## src/rtl/hazard_unit_mc.sv

```systemverilog
// Hazard controller for the 5-stage MIPS pipeline (F/D/E/M/W).
// Generates the forwarding selects and the load-use and branch-operand stalls.
// Also generates the mispredict and exception flushes.
// Holds the multi-cycle divide stall sequencer and a saturating counter of stalled fetch cycles.
module hazard_unit_mc #(
    parameter int REG_AW     = 5,
    parameter int DIV_CYCLES = 4,
    parameter int CNT_W      = 16
) (
    input  logic              clk,
    input  logic              resetn,
    input  logic [REG_AW-1:0] rsD,
    input  logic [REG_AW-1:0] rtD,
    input  logic              branchD,
    input  logic [REG_AW-1:0] rsE,
    input  logic [REG_AW-1:0] rtE,
    input  logic [REG_AW-1:0] writeregE,
    input  logic              regwriteE,
    input  logic              memtoregE,
    input  logic              div_opE,
    input  logic              branch_mispredE,
    input  logic [REG_AW-1:0] writeregM,
    input  logic              regwriteM,
    input  logic              memtoregM,
    input  logic              exceptM,
    input  logic [REG_AW-1:0] writeregW,
    input  logic              regwriteW,
    input  logic              stat_clr,
    output logic              forwardaD,
    output logic              forwardbD,
    output logic [1:0]        forwardaE,
    output logic [1:0]        forwardbE,
    output logic              stallF,
    output logic              stallD,
    output logic              stallE,
    output logic              flushD,
    output logic              flushE,
    output logic              flushM,
    output logic              div_busy,
    output logic [CNT_W-1:0]  stall_cnt
);

    typedef enum logic [1:0] {
        S_IDLE = 2'd0,
        S_BUSY = 2'd1,
        S_DONE = 2'd2
    } div_state_t;

    // The divide occupies E for the IDLE cycle where it is first seen plus DIV_CYCLES-1 BUSY cycles.
    localparam logic [7:0]       CNT_LOAD = 8'(DIV_CYCLES - 1);
    localparam logic [CNT_W-1:0] CNT_MAX  = '1;

    div_state_t       state_q;
    logic [7:0]       cnt_q;
    logic [CNT_W-1:0] stall_cnt_q;

    logic lwstall;
    logic brstall;
    logic divstall;

    // Forwarding selects: the youngest producer (M) wins over W, and register 0 is never forwarded.
    always_comb begin
        forwardaE = 2'b00;
        forwardbE = 2'b00;
        if (rsE != '0 && rsE == writeregM && regwriteM)
            forwardaE = 2'b10;
        else if (rsE != '0 && rsE == writeregW && regwriteW)
            forwardaE = 2'b01;
        if (rtE != '0 && rtE == writeregM && regwriteM)
            forwardbE = 2'b10;
        else if (rtE != '0 && rtE == writeregW && regwriteW)
            forwardbE = 2'b01;
        forwardaD = (rsD != '0) && (rsD == writeregM) && regwriteM;
        forwardbD = (rtD != '0) && (rtD == writeregM) && regwriteM;
    end

    // Stall and flush generation; a committed exception overrides every stall.
    always_comb begin
        lwstall  = memtoregE && (rtE != '0) && ((rtE == rsD) || (rtE == rtD));
        brstall  = branchD &&
                   ((regwriteE && (writeregE != '0) && ((writeregE == rsD) || (writeregE == rtD))) ||
                    (memtoregM && (writeregM != '0) && ((writeregM == rsD) || (writeregM == rtD))));
        divstall = (state_q == S_IDLE) ? div_opE : (state_q == S_BUSY);
        if (exceptM) begin
            stallF = 1'b0;
            stallD = 1'b0;
            stallE = 1'b0;
            flushD = 1'b1;
            flushE = 1'b1;
            flushM = 1'b1;
        end else begin
            stallE = divstall;
            stallD = divstall | lwstall | brstall;
            stallF = divstall | lwstall | brstall;
            // The bubble into E is only meaningful when E itself advances.
            flushE = (lwstall | brstall) & ~divstall;
            // While E is held, M receives a bubble each cycle.
            flushM = divstall;
            // D holds wrong-path work after a mispredict, so other D stalls do not matter.
            flushD = branch_mispredE & ~divstall;
        end
    end

    // Divide sequencer: IDLE -> BUSY (count down) -> DONE -> IDLE; exceptions abort to IDLE.
    always_ff @(posedge clk) begin
        if (!resetn || exceptM) begin
            state_q <= S_IDLE;
            cnt_q   <= 8'd0;
        end else begin
            case (state_q)
                S_IDLE: begin
                    if (div_opE) begin
                        state_q <= S_BUSY;
                        cnt_q   <= CNT_LOAD;
                    end
                end
                S_BUSY: begin
                    if (cnt_q == 8'd1) begin
                        state_q <= S_DONE;
                        cnt_q   <= 8'd0;
                    end else begin
                        cnt_q <= cnt_q - 8'd1;
                    end
                end
                S_DONE: begin
                    state_q <= S_IDLE;
                end
                default: begin
                    state_q <= S_IDLE;
                    cnt_q   <= 8'd0;
                end
            endcase
        end
    end

    // Saturating count of cycles with fetch stalled; a clear takes precedence over counting.
    always_ff @(posedge clk) begin
        if (!resetn || stat_clr)
            stall_cnt_q <= '0;
        else if (stallF && stall_cnt_q != CNT_MAX)
            stall_cnt_q <= stall_cnt_q + 1'b1;
    end

    assign div_busy  = (state_q != S_IDLE);
    assign stall_cnt = stall_cnt_q;

endmodule

```

## config.mk

```make
export PLATFORM = sky130hd
export DESIGN_NAME = hazard_unit_mc
export DESIGN_NICKNAME = d
export VERILOG_FILES = /design/src/rtl/hazard_unit_mc.sv
export SDC_FILE = /design/constraint.sdc
export NUM_CORES = 1
export LEC_CHECK = 0
export ABC_CLOCK_PERIOD_IN_PS = 3550
export CELL_PAD_IN_SITES_DETAIL_PLACEMENT = 0
export CELL_PAD_IN_SITES_GLOBAL_PLACEMENT = 1
export CORE_MARGIN = 2
export CORE_UTILIZATION = 30
export CTS_CLUSTER_DIAMETER = 80
export CTS_CLUSTER_SIZE = 20
export DETAILED_ROUTE_END_ITERATION = 6
export PLACE_DENSITY = 0.85
export SLEW_MARGIN = 0
export SYNTH_ARGS = -nofsm -noshare
export SYNTH_HDL_FRONTEND = slang
export SYNTH_SLANG_ARGS = --single-unit
export TNS_END_PERCENT = 100
```

## constraint.sdc

```tcl
create_clock -name clk -period 3.55 [get_ports clk]
set_input_delay 0.71 -clock clk [delete_from_list [all_inputs] [get_ports clk]]
set_output_delay 0.71 -clock clk [all_outputs]
set_load 0.02 [all_outputs]
```

==> reports/qor.yml <==
routedWlPerCell_um: 13.2
fin_crit_sh_pct: 96.8
crit_type: "input pin to output port"
rsz0062_at_grt: "false"
crit_arrival_ns: 2.73
yosysWarningCount: 0
syn_area_um2: 2220
critPathMaxFanout: 4
power_frac_clock_pct: 25.4
status: "completed"
grt_pass1_wl_um: 10800
pre_cts_ws_ns: -0.169
port_buffers: 75
startpoint_type: "input pin"
synth_edf_count: 0
drv_cap: 0
cts_tree: "yes"
power.density_nw_per_um2: 227
fmax_ghz: 0.291
vdd_drop_max_uv: 148
synth_seq_cells: 26
cts.sinks: 26
routed_wl_um: 6370
layout_min_cycle_time_ns: 3.44
setup_tns_ns: 0
initial_core_util_pct: 30.8
slew_headroom_pct: 69.3
cp-end-kind: "output port"
antenna_found_initial: 0
gr-usage-all-layers_pct: 15.8
setup_violations: 0
yosys-top-cells-count: "36 x xnor2_1, 26 x dfxtp_1, 23 x nand2_1, 20 x nor2_1, 19 x xor2_1"
min_path_type: "flip-flop to flip-flop"
p_int_w: 0.000543
postRouteAntennaNets: 0
antenna_cells: 0
cts_max_path_buffers: 2
ys_types: 48
core_area_um2: 7210
seq_power_share_pct: 39.5
switchingPower_w: 0.000222
hpwl_um: 5260
num_vias: 2290
ys_async_sr_fraction_pct: 0
synth_top_area_share_pct: 23.4
power_w: 0.000764
via_per_inst: 4.76
cts_buffers: 3
clock_latency_ns: 0.27
p_sw_share_pct: 29.0
leakagePower_nw: 1.25
areaGrowthSynthToFinish_pct: 51.6
gp_congestion: 0.898
io_pins: 76
cts_setup_buffers: 0
skew_ns: 0.00308
p_comb_share_pct: 35.0
synth.most_common_cell: "xnor2_1"
htreeDepth: 1
synthCells: 277
final_nets: 433
first_pass_iters: 4
grt_pass1_vias: 2279
worst_slack_ns: 0.114
remaining_drc_errors: 0
clock-root-buffer: "clkbuf_8"
yosysTopAreaCell: "dfxtp_1"
drv_slew: 0
grt-ovfl-total: 0
dr.first_iter.drc_count: 75
grt_max_degree: 21
die_x_um: 90.0
die_h_um: 90.0
avgSynthCellArea_um2: 8.01
hold_viol: 0
clk_pin_slew_ns: 0.09
ys_seq_area_share_pct: 23.4
synthFlopType: "dfxtp_1"
die_area_um2: 8100
drive_above_1_share_pct: 16.2
hold_buffers: 0
synthTopCellsByArea: "dfxtp_1 23%, xnor2_1 14%, xor2_1 7.5%"
syn_nets: 327
rows: 31
required_ns: 2.84
max_slew.worst_pin.slew_ns: 0.454
## sequential cells by signal, summed over array words and instances, names as in the netlist
| name | cells |
|---|---|
| stall_cnt | 16 |
| cnt_q | 8 |
| state_q | 2 |
## final cells by class
| type | instances | area (um^2) |
|---|---|---|
| clock buffer | 4 | 55.1 |
| fill | 732 | 3850 |
| inverter | 6 | 22.5 |
| multi-input combinational | 227 | 1580 |
| sequential | 26 | 520 |
| tap | 99 | 124 |
| timing repair buffer | 119 | 1060 |
## routing by layer
layer / global-route usage [%] / part of all wire, % / routed length, um / up-vias
met4: 2.44 / 0.53 / 34 / 0
li1: - / - / - / 1190
met3: 2.18 / 2.4 / 151 / 2
met5: 0 / 0 / 0 / -
met1: 20.6 / 48 / 3080 / 1068
met2: 28.0 / 49 / 3100 / 30
## power by group through the flow
stage / Sequential (W) / Clock [W] / Combinational, W
floorplan: 0.000308 / 0 / 0.000140
global placement: 0.000309 / 0 / 0.000266
detailed placement: 0.000309 / 0 / 0.000269
CTS: 0.000302 / 0.000198 / 0.000270
global route: 0.000303 / 0.000212 / 0.000292
finish: 0.000302 / 0.000194 / 0.000268
## cell families after synthesis
family	after synthesis	synth area share [%]
DFF	26	23.4
buffers and inverters	24	5.69
and+or+nand+nor	124	31.7
AOI/OAI and AO/OA	38	12.6
muxes	7	3.16
adders and majority gates	3	1.69
xor gates and xnor gates	55	21.7
## worst max-delay path: stages
cell and delay [ns]:
clkdlybuf4s50_1 0.46, buf_4 0.16, xor2_1 0.15, nor3_1 0.19
nand3_1 0.14, buf_4 0.16, nor2_1 0.13, clkdlybuf4s50_1 0.62
## cell usage in the layout (no fill, tap or decap), drive strengths merged, types with 8 or more instances in the layout
cell type	netlist	final
nand3	16	16
nor2	21	21
nand2	23	23
a21oi	9	9
xnor2	36	36
or4	8	8
clkdlybuf4s50	0	70
buf	7	44
xor2	19	19
dfxtp	26	26
nand2b	10	10
## repair_timing
| item | 4_1_cts | 5_1_grt |
|---|---|---|
| cloned | 0 | 0 |
| gates resized for setup | 6 | 6 |
| hold endpoints to repair | 0 | 0 |
| pin swaps | 1 | 0 |
| endpoints found under the setup margin | 5 | 3 |
## worst paths after layout
kind                startpoint      endpoint  slack (ns)  cells after the start
hold reg to reg   stall_cnt[4]  stall_cnt[4]        0.50                      2
setup reg to reg  stall_cnt[1]  stall_cnt[3]        1.34                      7
setup / recovery  writeregM[1]     forwardbD        0.11                      8
hold / removal    stall_cnt[4]  stall_cnt[4]        0.50                      2
## metrics by stage
| stage | instances | util [%] | hold slack, ns | instance area, um^2 |
|---|---|---|---|---|
| 2_1_floorplan | 277 | - | 0.453 | 2220 |
| 3_3_place_gp | 477 | 46.0 | 0.471 | 3320 |
| 3_5_place_dp | 477 | 46.0 | 0.488 | 3320 |
| 4_1_cts | 481 | 46.8 | 0.502 | 3380 |
| 6_report | 481 | 46.7 | 0.498 | 3370 |
| 5_1_grt | 481 | 46.7 | 0.519 | 3370 |
Note: power is estimated with default switching activity, not from simulation.
